===== config.mk =====
export PLATFORM = sky130hd
export DESIGN_NAME = inertial_filter_ctrl
export DESIGN_NICKNAME = d
export VERILOG_FILES = /design/src/rtl/inertial_pkg.sv /design/src/rtl/inertial_chan.sv /design/src/rtl/inertial_filter_ctrl.sv
export SDC_FILE = /design/constraint.sdc
export NUM_CORES = 1
export LEC_CHECK = 0
export ABC_AREA = 1
export ABC_CLOCK_PERIOD_IN_PS = 2800
export CAP_MARGIN = 10
export CORE_MARGIN = 4
export CORE_UTILIZATION = 25
export DETAILED_ROUTE_END_ITERATION = 6
export MAX_ROUTING_LAYER = met4
export PLACE_DENSITY = 0.49
export SYNTH_ARGS = -nofsm -noshare
export SYNTH_HDL_FRONTEND = slang
export SYNTH_SLANG_ARGS = --single-unit

===== constraint.sdc =====
create_clock -name clk -period 2.8 [get_ports clk]
set_input_delay 0.42 -clock clk [delete_from_list [all_inputs] [get_ports clk]]
set_output_delay 0.42 -clock clk [all_outputs]
set_load 0.05 [all_outputs]

===== src/rtl/inertial_pkg.sv =====
// Shared constants and types for the inertial-delay filter controller.
package inertial_pkg;

    localparam int CH_DEF          = 4;
    localparam int CNT_W_DEF       = 8;
    localparam int DEFAULT_DLY_DEF = 5;
    localparam int CH_W            = $clog2(CH_DEF);

    // One accepted output transition: which channel moved and its new level.
    typedef struct packed {
        logic [CH_W-1:0] ch;
        logic            level;
    } evt_t;

    // Next channel index after idx, wrapping at n (n need not be a power of two).
    function automatic int next_idx(input int idx, input int n);
        return (idx + 1 >= n) ? 0 : idx + 1;
    endfunction

endpackage


===== src/rtl/inertial_chan.sv =====
// One filtered channel: counts consecutive cycles where the input disagrees
// with the output and flips the output once that run reaches the delay.
module inertial_chan
    import inertial_pkg::*;
#(
    parameter int CNT_W = CNT_W_DEF
) (
    input  logic             clk,
    input  logic             rst_n,
    input  logic             i_din,
    input  logic [CNT_W-1:0] i_eff,
    input  logic             i_clr,
    output logic             o_dout,
    output logic             o_chg
);

    logic [CNT_W-1:0] r_cnt;
    logic             r_dout;
    logic             w_diff;
    logic             w_fire;

    assign w_diff = (i_din != r_dout);
    // A delay reload restarts timing, so it also suppresses the flip on that edge.
    assign w_fire = w_diff && !i_clr && (r_cnt == i_eff - 1'b1);

    // Run-length counter and output register; agreement or reload clears the run.
    always_ff @(posedge clk or negedge rst_n) begin
        if (!rst_n) begin
            r_cnt  <= '0;
            r_dout <= 1'b0;
        end else if (i_clr || !w_diff) begin
            r_cnt <= '0;
        end else if (w_fire) begin
            r_dout <= i_din;
            r_cnt  <= '0;
        end else begin
            r_cnt <= r_cnt + 1'b1;
        end
    end

    assign o_dout = r_dout;
    assign o_chg  = w_fire;

endmodule


===== src/rtl/inertial_filter_ctrl.sv =====
// Multi-channel inertial-delay filter. Accepted output transitions are held
// one-deep per channel and drained round-robin onto a valid/ready event port.
//
// Event port handshake: an event transfers on a clock edge where evt_valid
// and evt_ready are both 1. While evt_valid=1 and evt_ready=0, evt_ch and
// evt_level do not change; evt_ready is ignored while evt_valid=0.
module inertial_filter_ctrl
    import inertial_pkg::*;
#(
    parameter int CH          = CH_DEF,
    parameter int CNT_W       = CNT_W_DEF,
    parameter int DEFAULT_DLY = DEFAULT_DLY_DEF
) (
    input  logic                  clk,
    input  logic                  rst_n,
    input  logic [CH-1:0]         din,
    input  logic                  cfg_we,
    input  logic [CNT_W-1:0]      cfg_dly,
    input  logic                  ovf_clr,
    output logic [CH-1:0]         dout,
    output logic                  evt_valid,
    input  logic                  evt_ready,
    output logic [$clog2(CH)-1:0] evt_ch,
    output logic                  evt_level,
    output logic [CH-1:0]         ovf
);

    localparam int CHW = $clog2(CH);

    logic [CNT_W-1:0] r_dly;
    logic [CNT_W-1:0] w_eff;
    logic [CH-1:0]    w_dout;
    logic [CH-1:0]    w_chg;
    logic [CH-1:0]    r_pending;
    logic [CH-1:0]    r_plevel;
    logic [CH-1:0]    r_ovf;
    logic [CH-1:0]    w_unload;
    logic [CH-1:0]    w_ovf_set;
    logic [CHW-1:0]   r_ptr;
    logic [CHW-1:0]   w_win;
    logic [CHW-1:0]   r_evt_ch;
    logic             w_any;
    logic             w_load;
    logic             r_evt_valid;
    logic             r_evt_level;

    // A programmed delay of zero behaves as one cycle.
    assign w_eff = (r_dly == '0) ? CNT_W'(1) : r_dly;

    for (genvar gi = 0; gi < CH; gi++) begin : g_chan
        inertial_chan #(
            .CNT_W (CNT_W)
        ) u_chan (
            .clk    (clk),
            .rst_n  (rst_n),
            .i_din  (din[gi]),
            .i_eff  (w_eff),
            .i_clr  (cfg_we),
            .o_dout (w_dout[gi]),
            .o_chg  (w_chg[gi])
        );
    end

    // Round-robin pick: first pending channel at or after the pointer, wrapping.
    always_comb begin
        int idx;
        w_win = '0;
        w_any = 1'b0;
        idx   = 0;
        for (int k = 0; k < CH; k++) begin
            idx = int'(r_ptr) + k;
            if (idx >= CH) begin
                idx = idx - CH;
            end
            if (!w_any && r_pending[idx]) begin
                w_any = 1'b1;
                w_win = CHW'(idx);
            end
        end
    end

    assign w_load    = (!r_evt_valid || evt_ready) && w_any;
    assign w_unload  = w_load ? (CH'(1) << w_win) : '0;
    // A fresh change on a slot still occupied (and not leaving now) loses the old event.
    assign w_ovf_set = w_chg & r_pending & ~w_unload;

    // Delay register.
    always_ff @(posedge clk or negedge rst_n) begin
        if (!rst_n) begin
            r_dly <= CNT_W'(DEFAULT_DLY);
        end else if (cfg_we) begin
            r_dly <= cfg_dly;
        end
    end

    // Per-channel event slots; a new change re-arms a slot even as it unloads.
    always_ff @(posedge clk or negedge rst_n) begin
        if (!rst_n) begin
            r_pending <= '0;
            r_plevel  <= '0;
        end else begin
            r_pending <= (r_pending & ~w_unload) | w_chg;
            r_plevel  <= (r_plevel & ~w_chg) | (din & w_chg);
        end
    end

    // Sticky overflow flags; a new overflow outranks a same-cycle clear.
    always_ff @(posedge clk or negedge rst_n) begin
        if (!rst_n) begin
            r_ovf <= '0;
        end else begin
            r_ovf <= (r_ovf & ~{CH{ovf_clr}}) | w_ovf_set;
        end
    end

    // Event output register and round-robin pointer.
    always_ff @(posedge clk or negedge rst_n) begin
        if (!rst_n) begin
            r_evt_valid <= 1'b0;
            r_evt_ch    <= '0;
            r_evt_level <= 1'b0;
            r_ptr       <= '0;
        end else if (w_load) begin
            r_evt_valid <= 1'b1;
            r_evt_ch    <= w_win;
            r_evt_level <= r_plevel[w_win];
            r_ptr       <= CHW'(next_idx(int'(w_win), CH));
        end else if (evt_ready) begin
            r_evt_valid <= 1'b0;
        end
    end

    assign dout      = w_dout;
    assign evt_valid = r_evt_valid;
    assign evt_ch    = r_evt_ch;
    assign evt_level = r_evt_level;
    assign ovf       = r_ovf;

endmodule


# [After elaboration in Yosys (flattened, before gate mapping)]
# Cells that the tools add are included.
[classes] n_lt_le_gt_ge=10 eq_ne=8 reduce_logical=32 shift=1 addsub=13 bitwise_logic=16 mux=39
[op_table] cell="< comparator 32 x 4 -> 1 bit (second input constant)" n=4
[op_table] cell="two-way mux 32 bit" n=4
[op_table] cell="two-way mux 8 bit" n=9
[op_table] cell="adder 8 x 1 -> 8 bit (second input constant)" n=4
[op_table] cell="== test 8 bit" n=4
[op_table] cell="AND 4 bit" n=6
[op_table] cell="two-way mux 1 bit" n=15
[op_table] cell="greater-or-equal comparator 3 bit (second input constant)" n=4
[op_table] cell="logical AND 1 bit" n=12
[op_table] cell="NOT 4 bit" n=3
[op_table] cell="OR 4 bit" n=3
[op_table] cell="subtractor 3 x 3 -> 4 bit (second input constant)" n=3
[op_table] cell="binary-select mux 1 bit (select 2 bit)" n=5
[op_table] cell="two-way mux 2 bit" n=5
[op_table] cell="zero test 1 bit" n=9
[op_table] cell="zero test 8 bit" n=1
[op_table] cell="AND reduction 2 bit" n=4
[op_table] cell="subtractor 8 x 1 -> 8 bit (second input constant)" n=1
[op_table] cell="adder 2 x 1 -> 3 bit (second input constant)" n=2
[op_table] cell="adder 2 x 2 -> 3 bit (second input constant)" n=2
[op_table] cell="logical OR 1 bit" n=5
[op_table] cell="two-way mux 4 bit" n=1
[op_table] cell="!= test 1 bit" n=4
[op_table] cell="NOT 1 bit" n=4
[op_table] cell="5 further kinds" n=5
[word_totals] word_cells=135 ff_bits=62 inputBits=17 output_inout_bits=12

# [Depth between registers and ports, before layout]
# Gate-level depths: netlist of the first run.
[logic_depth] depth_word=20 ltp_mapped=20 depth_no_buf=19

# [Cells and area by module]
# A second synthesis of the first run with hierarchy kept.
[unflattened] hier_cells=646 hier_area_um2=4583.1
[by_module_without_submodules] module="inertial_chan" cells_per_inst=117 instances=4 seq_area_each_um2=225.2 area_each_um2=783.3
[by_module_without_submodules] module="inertial_filter_ctrl" cells_per_inst=178 instances=1 seq_area_each_um2=653.1 area_each_um2=1450.1

# [Worst setup path after synthesis of the first run]
# OpenSTA, ideal clock, no wires.
[synth_path] path_type="register -> register" startpoint="register r_dly[2]" endpoint="register g_chan[1].u_chan.r_cnt[2]" setup_time_ns=0.120 n_path_buf=1 path_stages_with_launch=20 synth_period_minus_slack_ns=2.298 required_time_ns=2.680 slack_ns=0.502 arrival_ns=2.178 cell_sequence="dfstp_2 nor2_2 nand2_1 nor2_1 nor2_1 ha_1 buf_2 inv_1 nand2_1 nand2_1 nand2_1 nand2_1 nor2_1 nand2_1 nor2_1 nand2_1 nor2_1 nand3_2 nand2_2 nor2_1"
[synth_via] elab_chain_len=7
[synth_rtl] element="start: declaration" line_no="inertial_filter_ctrl.sv:30" text="logic [CNT_W-1:0] r_dly;"
[synth_rtl] element="start signal: assignment" line_no="inertial_filter_ctrl.sv:90" text="r_dly <= CNT_W'(DEFAULT_DLY);"
[synth_rtl] element="start signal: assignment" line_no="inertial_filter_ctrl.sv:92" text="r_dly <= cfg_dly;"
[synth_rtl] element="zero test 8 bit" line_no="inertial_filter_ctrl.sv:48" text="assign w_eff = (r_dly == '0) ? CNT_W'(1) : r_dly;"
[synth_rtl] element="two-way mux 8 bit (*)" line_no="inertial_filter_ctrl.sv:48"
[synth_rtl] element="subtractor 8 x 1 -> 8 bit (*)" line_no="inertial_chan.sv:24" text="assign w_fire = w_diff && !i_clr && (r_cnt == i_eff - 1'b1);"
[synth_rtl] element="== test 8 bit (*)" line_no="inertial_chan.sv:24"
[synth_rtl] element="logical AND 1 bit (*)" line_no="inertial_chan.sv:24"
[synth_rtl] element="two-way mux 8 bit (*)" line_no="inertial_chan.sv:33" text="end else if (w_fire) begin"
[synth_rtl] element="two-way mux 8 bit (*)" line_no="inertial_chan.sv:31" text="end else if (i_clr || !w_diff) begin"
[synth_rtl] element="end signal: assignment" line_no="inertial_chan.sv:37" text="r_cnt <= r_cnt + 1'b1;"
[synth_rtl] element="end: declaration" line_no="inertial_chan.sv:17" text="logic [CNT_W-1:0] r_cnt;"
# Mark *: on every way between the ends. The rest lies on a longest branch, timed or not.
# A chain may end at the register's enable or synchronous reset.

# [Final worst setup path of the first run]
[layout_path] startpoint="register r_dly[2]" endpoint="register g_chan[3].u_chan.r_cnt[4]"
[layout_via] elab_chain_len=7
[layout_rtl] element="zero test 8 bit" line_no="inertial_filter_ctrl.sv:48"
[layout_rtl] element="two-way mux 8 bit (*)" line_no="inertial_filter_ctrl.sv:48"
[layout_rtl] element="subtractor 8 x 1 -> 8 bit (*)" line_no="inertial_chan.sv:24"
[layout_rtl] element="== test 8 bit (*)" line_no="inertial_chan.sv:24"
[layout_rtl] element="logical AND 1 bit (*)" line_no="inertial_chan.sv:24"
[layout_rtl] element="two-way mux 8 bit (*)" line_no="inertial_chan.sv:33"
[layout_rtl] element="two-way mux 8 bit (*)" line_no="inertial_chan.sv:31"
[layout_rtl] element="end signal: assignment" line_no="inertial_chan.sv:37"
[layout_rtl] element="end: declaration" line_no="inertial_chan.sv:17"
# Marks and branches as above.

==> results.tsv, run 1 <==
metric	value	unit
syn_area_per_cell	7.36	µm²
max_cap viols	0	
Sequential Area	1450	µm²
area grow syn2layout	21.4	%
1st-iter DRT viols	114	
sequential fraction of the synthesis area	39.1	%
num rows	44	
Worst R2R Setup Slack	0.27	ns
total vias in the final route	3278	
CTS sink cnt	58	
Final Hold Fails	0	
Die Wd	130	µm
CTS clk-pin slew, worst paths	0.05	ns
DRC violations left	0	
worst hold path type	in2async	
CTS tree	built	
full die area	16900	µm²
CTS Buf Count	9	
total grt overflow	0	
clock latency reported for the late side of the worst-skew pair	0.32	ns
Post-Route Setup TNS	0	ns
CORE AREA	14500	µm²
Setup-failing EPs final	0	
first-pass GRT wire length	15800	µm
syn nets	531	
count of port buffers added during placement	28	
maximum VDD drop	0.282	mV
layout cells sized above 1	11.7	%
WP data arrival	2.73	ns
CTS root buffer	clkbuf_16	
DRT Wirelength	9450	µm
cell count after synthesis	505	
startpoint types	flop	
Ports	29	
Non-Filler Instances	729	
final hold slack	0.257	ns
Initial Util	25.6	%
clk_skew	0.00341	ns
fmax	396	MHz
CTS H-Tree Depth	3	
crit path max fanout	8	
Mapped Area	3710	µm²
final core utilization	31.0	%
status	complete, no violations	
vias per cell	4.50	
Critical Path RT	3.01	ns
largest net degree at the start of global routing	59	
vias in the first global route	3211	
wire per inst	13.0	µm
library cells used by synthesis	32	
Period minus WS final	2.53	ns
Fillers	1572	
FF-to-FF Start	r_dly[2]$_DFFE_PN1P_	
RePlAce Congestion	0.990	
number of synthesis warnings	0	
Max-slew headroom	50.3	%
Post-CTS Setup Inserts	0	
ant diodes	0	
Slew Viols, Final	0	
antenna viol nets, final	0	
area of the multi-input gates	2000	µm²
fin nets	566	
gr usage total	12.4	%
DPL Wire Length	7350	µm
Synth Register Bits	58	
pwr/cell area	712	nW/µm²
Worst-Margin Slew	0.745	ns
Worst Path Class, Setup	reg2reg	
Leak Pwr	0.00215	µW
Worst Setup SP	r_dly[2]$_DFFE_PN1P_	
initial antenna violation count	0	
final worst-path cycle share	90.2	%
Die Y	130	µm
clock tree buffer depth	2	
Critical Path End Type	flop	
Detailed Routing Iterations Pass 1	5	
cell total after placement	713	
==> cells in the mapped netlist, drive strengths merged <==
cell    count  area, µm²
dfrtp      56       1400
buf         6       40.0
nor3        5       25.0
nand3b      6       45.0
dfstp       2       52.6
ha          9        113
a21oi       3       15.0
inv        61        229
o21ai      18       90.1
xnor2       7       61.3
nand2     160        649
xor2       26        243
nand3      57        313
o31ai       1       7.51
or2         1       6.26
nor3b       2       15.0
clkinv      1       3.75
nand4      13       93.8
nor2       69        304
clkbuf      2       7.51
==> per-stage QoR <==
step / cell area (µm²) / power [µW] / worst slack, ns
finish: 4510 / 3210 / 0.274
global placement: 4200 / 2170 / 0.132
CTS: 4490 / 3230 / 0.00160
detailed placement: 4200 / 2190 / 0.00915
global route: 4510 / 3440 / -0.0145
floorplan: 3710 / 1860 / 0.502
==> worst paths after layout <==
path / to / depth (start not counted)
max: g_chan[3].u_chan.r_cnt[4]$_DFF_PN0_ / 16
min reg2reg: evt_ch[0]$_DFFE_PN0P_ / 2
min: g_chan[3].u_chan.r_cnt[4]$_DFF_PN0_ / 2
max in group asynchronous: evt_ch[1]$_DFFE_PN0P_ / 2
min in group clk: evt_ch[0]$_DFFE_PN0P_ / 2
max reg2reg: g_chan[3].u_chan.r_cnt[4]$_DFF_PN0_ / 16
==> critical path, cell delays in order, from the launching register on <==
cell and delay (ns):
dfstp_2 0.59, nor2_2 0.09, nand2_1 0.07, nor2_1 0.05, nor2_2 0.22, ha_4 0.22
inv_1 0.06, nand2_1 0.06, nand2_1 0.12, xor2_1 0.17, nand3_1 0.09, nor2_1 0.09
nand2_1 0.07, nor2_2 0.12, nand3_2 0.16, nand2_4 0.18, nor2_2 0.04
==> final cells by class <==
type | count | area share (%)
clock buffer | 14 | 6.08
clock inverter | 2 | 0.222
timing repair buffer | 32 | 6.77
inverter | 62 | 5.16
tap | 184 | 5.11
sequential | 58 | 32.2
multi-input combinational | 377 | 44.4
==> layout by cell type (no fill, tap or decap), drive strengths merged, types with 5 or more instances in the layout <==
master         count
buf                5
clkbuf            14
clkdlybuf4s50     27
dfrtp             56
ha                 9
inv               61
nand2            160
nand3             57
nand3b             6
nand4             13
nor2              69
nor3               5
o21ai             18
xnor2              7
xor2              26
==> kinds of logic after synthesis <==
family | count (synthesis) | synth area share (%)
AOI/OAI and AO/OA | 22 | 3.03
xor gates and xnor gates | 33 | 8.18
adders and majority gates | 9 | 3.03
buffers and inverters | 70 | 7.54
DFF | 58 | 39.1
and+or+nand+nor | 313 | 39.1
==> metal layers <==
metal	GRT usage (%)	up-vias	part of all wire [%]
met2	19.5	56	47
li1	-	1659	-
met5	-	-	0
met3	3.11	14	3.9
met1	15.5	1549	47
met4	4.58	0	2.2
==> report_power, final <==
part           total [µW]  switching (µW)  internal, µW
registers            1020            98.0           926
logic                1160             791           367
clock network        1030             359           667
total                3210            1250          1960
==> registers in the layout, summed over array words and instances, names as in the netlist, named ones only <==
| signal | count |
|---|---|
| g_chan.u_chan.r_cnt | 32 |
| r_dly | 8 |
| ovf | 4 |
| r_pending | 4 |
| evt_ch | 2 |
| r_ptr | 2 |
| evt_level | 1 |
| evt_valid | 1 |
==> what timing repair did <==
action,in CTS,in global routing
setup endpoints to repair,0,40
hold buffers,0,0
resized for setup,0,5
Power figures use the tool's default switching activity.
==> run 2: changes to the inputs <==
- TNS_END_PERCENT: default -> 10
==> results of run 2 <==
Same layout as run 1: the final DEF is identical, and so are final timing and power.
